## config.mk

```make
export PLATFORM = sky130hd
export DESIGN_NAME = block_reducer
export DESIGN_NICKNAME = d
export VERILOG_FILES = /design/src/rtl/block_reducer_pkg.sv /design/src/rtl/block_reducer_acc.sv /design/src/rtl/block_reducer.sv
export SDC_FILE = /design/constraint.sdc
export NUM_CORES = 1
export LEC_CHECK = 0
export ABC_AREA = 1
export CORE_MARGIN = 1.5
export CORE_UTILIZATION = 50
export CTS_BUF_LIST = sky130_fd_sc_hd__clkbuf_16
export CTS_CLUSTER_DIAMETER = 120
export DETAILED_ROUTE_END_ITERATION = 12
export GPL_TIMING_DRIVEN = 0
export PLACE_DENSITY_LB_ADDON = 0.12
export SETUP_SLACK_MARGIN = 0.15
export SYNTH_ARGS = -nofsm -noshare
export SYNTH_HDL_FRONTEND = slang
export SYNTH_SLANG_ARGS = --single-unit
```

## constraint.sdc

```tcl
create_clock -name clk -period 4.6 [get_ports clk]
set_input_delay 0.46 -clock clk [delete_from_list [all_inputs] [get_ports clk]]
set_output_delay 0.46 -clock clk [all_outputs]
set_load 0.005 [all_outputs]
```

## src/rtl/block_reducer_pkg.sv

```systemverilog
// block_reducer_pkg
//   Shared types and constants for the block reducer: the controller state
//   encoding, the address-width derivation and the reset fill values for
//   the running minimum and maximum.
package block_reducer_pkg;

    typedef enum logic [1:0] {
        IDLE    = 2'd0,
        REQ     = 2'd1,
        COLLECT = 2'd2,
        DONE    = 2'd3
    } state_t;

    // Bits needed to index DEPTH words; DEPTH is a power of two.
    function automatic int addrWidth(input int depth);
        return (depth > 1) ? $clog2(depth) : 1;
    endfunction

    // Fill bits for the min/max registers on reset and on clear: the
    // minimum starts at all-ones and the maximum at zero so the first beat
    // always replaces both.
    localparam logic MIN_INIT_BIT = 1'b1;
    localparam logic MAX_INIT_BIT = 1'b0;

endpackage

```

## src/rtl/block_reducer_acc.sv

```systemverilog
// block_reducer_acc
//   Sum / minimum / maximum / count datapath for one block of beats.
//   Ports:
//     clk, rst   clock and asynchronous active-high reset
//     clear      restart the reduction (sum=0, min=all-ones, max=0, count=0)
//     beat       accumulate data this cycle
//     data       unsigned beat value
//     sum        zero-extended running sum; wide enough for DEPTH full beats
//     minVal     running unsigned minimum
//     maxVal     running unsigned maximum
//     count      beats accumulated so far (0..DEPTH)
module block_reducer_acc
    import block_reducer_pkg::*;
#(
    parameter int WIDTH  = 32,
    parameter int ADDR_W = 6
) (
    input  logic                    clk,
    input  logic                    rst,
    input  logic                    clear,
    input  logic                    beat,
    input  logic [WIDTH-1:0]        data,
    output logic [WIDTH+ADDR_W-1:0] sum,
    output logic [WIDTH-1:0]        minVal,
    output logic [WIDTH-1:0]        maxVal,
    output logic [ADDR_W:0]         count
);

    // NOTE: state registers use non-blocking assignments so every register
    // samples the pre-edge values regardless of statement order.
    always_ff @(posedge clk or posedge rst) begin
        if (rst) begin
            sum    <= '0;
            minVal <= {WIDTH{MIN_INIT_BIT}};
            maxVal <= {WIDTH{MAX_INIT_BIT}};
            count  <= '0;
        end else if (clear) begin
            sum    <= '0;
            minVal <= {WIDTH{MIN_INIT_BIT}};
            maxVal <= {WIDTH{MAX_INIT_BIT}};
            count  <= '0;
        end else if (beat) begin
            sum    <= sum + {{ADDR_W{1'b0}}, data};
            minVal <= (data < minVal) ? data : minVal;
            maxVal <= (data > maxVal) ? data : maxVal;
            count  <= count + 1'b1;
        end
    end

endmodule

```

## src/rtl/block_reducer.sv

```systemverilog
// block_reducer
//   Requests one block from the multiplier with a single EN_blockRead pulse,
//   reduces the DEPTH returned beats to sum/min/max/count and presents the
//   result behind a valid/ready handshake. A watchdog closes a stalled burst
//   after TIMEOUT idle cycles and flags it.
//   Ports:
//     clk, rst        clock and asynchronous active-high reset
//     start           request a reduction (sampled only in IDLE)
//     busy            registered: controller is not IDLE
//     RDY_mult        multiplier ready; gates EN_blockRead
//     EN_blockRead    registered one-cycle read request
//     VALID_memVal    beat strobe, memVal_data its unsigned payload
//     result_valid    result fields valid and held
//     result_ready    consumer takes the result
//     result_sum/min/max/count/timeout   reduction result
//     stray_beat      sticky: a beat arrived outside collection
module block_reducer
    import block_reducer_pkg::*;
#(
    parameter  int WIDTH   = 32,
    parameter  int DEPTH   = 64,
    parameter  int TIMEOUT = 16,
    localparam int ADDR_W  = addrWidth(DEPTH)
) (
    input  logic                    clk,
    input  logic                    rst,
    input  logic                    start,
    output logic                    busy,
    input  logic                    RDY_mult,
    output logic                    EN_blockRead,
    input  logic                    VALID_memVal,
    input  logic [WIDTH-1:0]        memVal_data,
    output logic                    result_valid,
    input  logic                    result_ready,
    output logic [WIDTH+ADDR_W-1:0] result_sum,
    output logic [WIDTH-1:0]        result_min,
    output logic [WIDTH-1:0]        result_max,
    output logic [ADDR_W:0]         result_count,
    output logic                    result_timeout,
    output logic                    stray_beat
);

    localparam int IDLE_W = $clog2(TIMEOUT + 1);

    state_t            state;
    state_t            stateNext;
    logic              enNext;
    logic              timeoutSet;
    logic [IDLE_W-1:0] idleCount;

    // The cycle carrying EN_blockRead belongs to the request, not the burst:
    // a beat there is a stray and it does not count toward the watchdog.
    logic collecting;
    logic beatAccept;
    logic strayEvent;
    logic startAccept;
    logic lastBeat;
    logic idleCycle;
    logic watchdogFire;

    assign collecting   = (state == COLLECT) && !EN_blockRead;
    assign beatAccept   = collecting && VALID_memVal;
    assign strayEvent   = VALID_memVal && !beatAccept;
    assign startAccept  = (state == IDLE) && start;
    assign lastBeat     = beatAccept && (result_count == (ADDR_W+1)'(DEPTH - 1));
    assign idleCycle    = collecting && !VALID_memVal;
    assign watchdogFire = idleCycle && (idleCount == IDLE_W'(TIMEOUT - 1));

    // NOTE: every signal written here gets a default first so no path
    // leaves it unassigned and no latch is inferred.
    always_comb begin
        stateNext  = state;
        enNext     = 1'b0;
        timeoutSet = 1'b0;
        unique case (state)
            IDLE: begin
                if (start) stateNext = REQ;
            end
            REQ: begin
                if (RDY_mult) begin
                    enNext    = 1'b1;
                    stateNext = COLLECT;
                end
            end
            COLLECT: begin
                if (lastBeat) begin
                    stateNext = DONE;
                end else if (watchdogFire) begin
                    stateNext  = DONE;
                    timeoutSet = 1'b1;
                end
            end
            DONE: begin
                // start is deliberately ignored here.
                if (result_ready) stateNext = IDLE;
            end
            default: stateNext = IDLE;
        endcase
    end

    always_ff @(posedge clk or posedge rst) begin
        if (rst) begin
            state          <= IDLE;
            busy           <= 1'b0;
            EN_blockRead   <= 1'b0;
            result_valid   <= 1'b0;
            result_timeout <= 1'b0;
            stray_beat     <= 1'b0;
            idleCount      <= '0;
        end else begin
            state        <= stateNext;
            // Decoding the next state keeps busy/result_valid glitch-free
            // and aligned with the state register.
            busy         <= (stateNext != IDLE);
            result_valid <= (stateNext == DONE);
            EN_blockRead <= enNext;

            if (startAccept)     result_timeout <= 1'b0;
            else if (timeoutSet) result_timeout <= 1'b1;

            // A stray coinciding with the clearing start is still recorded.
            stray_beat <= (stray_beat && !startAccept) || strayEvent;

            if (idleCycle) idleCount <= idleCount + 1'b1;
            else           idleCount <= '0;
        end
    end

    block_reducer_acc #(
        .WIDTH  (WIDTH),
        .ADDR_W (ADDR_W)
    ) u_acc (
        .clk    (clk),
        .rst    (rst),
        .clear  (startAccept),
        .beat   (beatAccept),
        .data   (memVal_data),
        .sum    (result_sum),
        .minVal (result_min),
        .maxVal (result_max),
        .count  (result_count)
    );

endmodule

```

==> flow_summary.ini <==
[floorplan]
start_util = 0.510
pin_count = 152
num_rows = 49
die_y_um = 138
die_x_um = 138
design.core.area_sq_mm = 0.0179
die_area_sq_mm = 0.0191

[sta]
slew-limit-headroom = 0.509
grt_setup_unrepaired = false
worst_slack_ns = 1.88
finalMaxSlewViolations = 0
post-route-min-period_ns = 2.72
setup_viol = 0
worst_pin_slew_ns = 0.736
hold_viol = 0
post-route-period-util = 0.591
fmax_mhz = 368
finClkSkew_ns = 0.00831
hold_ws_ns = 0.408

[cells_and_area]
drive_gt1_frac = 0.115
final_core_util = 0.646
layout_commonest_cell = nand2_1
fill_cells = 1624
fin_area_sq_mm = 0.0116
nNetsFinal = 1564
antenna_cells = 0
final_cell_mix = 356 x nand2_1, 153 x inv_1, 151 x clkdlybuf4s50_1, 113 x nand3_1, 98 x ha_1
areaGrowthSynthToFinish_pct = 26.7
finalNonFillerCells = 1669

[hold_path]
hold_class = input pin to async pin

[route]
vias = 8919
viasPerCell = 5.34
drc_errors = 0
drtIter0Drc = 581
wire_per_inst_um = 16.0
first_pass_iters = 5
wl_um = 26600
ant_nets = 0

[grt]
antenna_found_initial = 0
grt_pass1_vias = 8399
grt_max_degree = 84
grt_pass1_wl_um = 42600
grt_usage = 0.280
gr-total-overflow = 0

[cts]
cts_tree = done
post_cts_buffers = 0
root_buffer = clkbuf_16
clkTransAtPathRegs_ns = 0.06
cts_sinks = 121
post_cts_resized = 0
cts-buffers-inserted = 17
htreeDepth = 4
clk_path_buf_depth = 2
postCtsHoldBufs = 0
clock_latency_ns = 0.43

[outcome]
status = complete, no violations

[yosys]
synth.avg_cell_area_sq_um = 7.27
synth_edf_count = 0
async_flop_share = 1.00
synth_nets = 1393
synthFlopType = dfrtp_1
synth_area_sq_mm = 0.00913
ys_seq_elements = 121
yosysWarnings = 0
ys_seq_area_frac = 0.336
postSynthCellCount = 1256
synth_cell_types = 46

[run]
cap_violations = 0

[placed_design]
dpl.hpwl_um = 20600
place_congestion = 0.954
dp_cells = 1637
port_buffers = 151
dpl-instance-area_sq_mm = 0.0110
preCtsSetupSlack_ns = 1.49

[setup_path]
critPathCaptureType = flip-flop
cp_max_fo = 5
crit_path_start_kind = input pin
critical_path_class = input pin to flip-flop
cp_data_required_time_ns = 4.92
worst_ep_arrival_time_ns = 3.04

[power_and_ir_drop]
ir_drop_v = 0.000365
power_leakage_nw = 5.80
p_per_area_mw_per_mm2 = 683
## registers in the layout (all words and copies together), names as in the netlist
signal / count
result_timeout: 1
u_acc.minVal: 32
idleCount: 5
state: 2
u_acc.count: 7
busy: 1
stray_beat: 1
u_acc.maxVal: 32
EN_blockRead: 1
result_valid: 1
u_acc.sum: 38
## cell usage after synthesis, drive strengths merged (4+ instances only)
cell type,n,area share
a21o,6,0.0049
a21oi,95,0.053
a22o,4,0.0038
buf,24,0.016
clkbuf,9,0.0037
dfrtp,89,0.24
dfstp,32,0.092
ha,98,0.13
inv,158,0.065
nand2,361,0.15
nand3,145,0.097
nand4,8,0.0062
nor2,90,0.038
nor3,19,0.011
o21ai,62,0.034
o21bai,4,0.0033
or2,33,0.023
## stage by stage
step	power [mW]	setup TNS (ns)
2_1_floorplan	4.64	0
3_3_place_gp	6.37	-91.36
3_5_place_dp	6.47	0
4_1_cts	7.91	0
5_1_grt	8.54	0
6_report	7.90	0
## per-layer routing
layer | global-route usage | up-vias | share of wire
met5 | 0 | - | 0
met4 | 0.109 | 0 | 0.030
met3 | 0.0447 | 45 | 0.050
met2 | 0.462 | 262 | 0.47
met1 | 0.370 | 4159 | 0.45
li1 | - | 4453 | -
## kinds of logic after synthesis
family / Yosys count / synth area share
DFF: 121 / 0.336
xor gates and xnor gates: 4 / 0.00384
buffers and inverters: 192 / 0.0849
and+or+nand+nor: 664 / 0.335
AOI/OAI and AO/OA: 176 / 0.103
adders and majority gates: 99 / 0.137
## final timing paths
kind / from / endpoint / slack, ns / cells after the start
setup / recovery: memVal_data[0] / u_acc.sum[34] / 1.88 / 15
hold / removal: rst / u_acc.sum[4] / 0.41 / 2
setup reg to reg: u_acc.sum[0] / u_acc.sum[34] / 2.12 / 14
hold reg to reg: idleCount[0] / idleCount[0] / 0.45 / 1
max in group asynchronous: rst / u_acc.minVal[19] / 3.41 / 3
min in group clk: idleCount[0] / idleCount[0] / 0.45 / 1
## power by group
group	leakage, nW	internal [mW]	total, mW	switching (mW)
Clock	0.304	0.898	1.42	0.520
Sequential	1.52	1.64	2.08	0.442
Combinational	3.97	1.93	4.40	2.47
## critical path: stages
cell	delay [ns]
clkdlybuf4s50_1	0.52
ha_1	0.31
fa_1	0.43
nand3_1	0.12
nand3_2	0.16
nand2_1	0.10
nand2_1	0.11
nand2_1	0.08
nand2_1	0.09
nand2_1	0.07
nand2_1	0.11
nand2_1	0.17
nand2_1	0.09
a21oi_1	0.14
nor2_1	0.06
## layout make-up
cell class                      instances  area [sq um]  share of cell area
Multi-Input combinational cell        943          5280               0.457
Sequential cell                       121          3070               0.265
Timing Repair Buffer                  152          1540               0.133
Inverter                              159           602              0.0520
Clock buffer                           17           425              0.0368
Tap cell                              229           287              0.0248
Clock inverter                         15           184              0.0159
Buffer                                 33           178              0.0154
No activity file was read; power rests on OpenSTA's default activity.
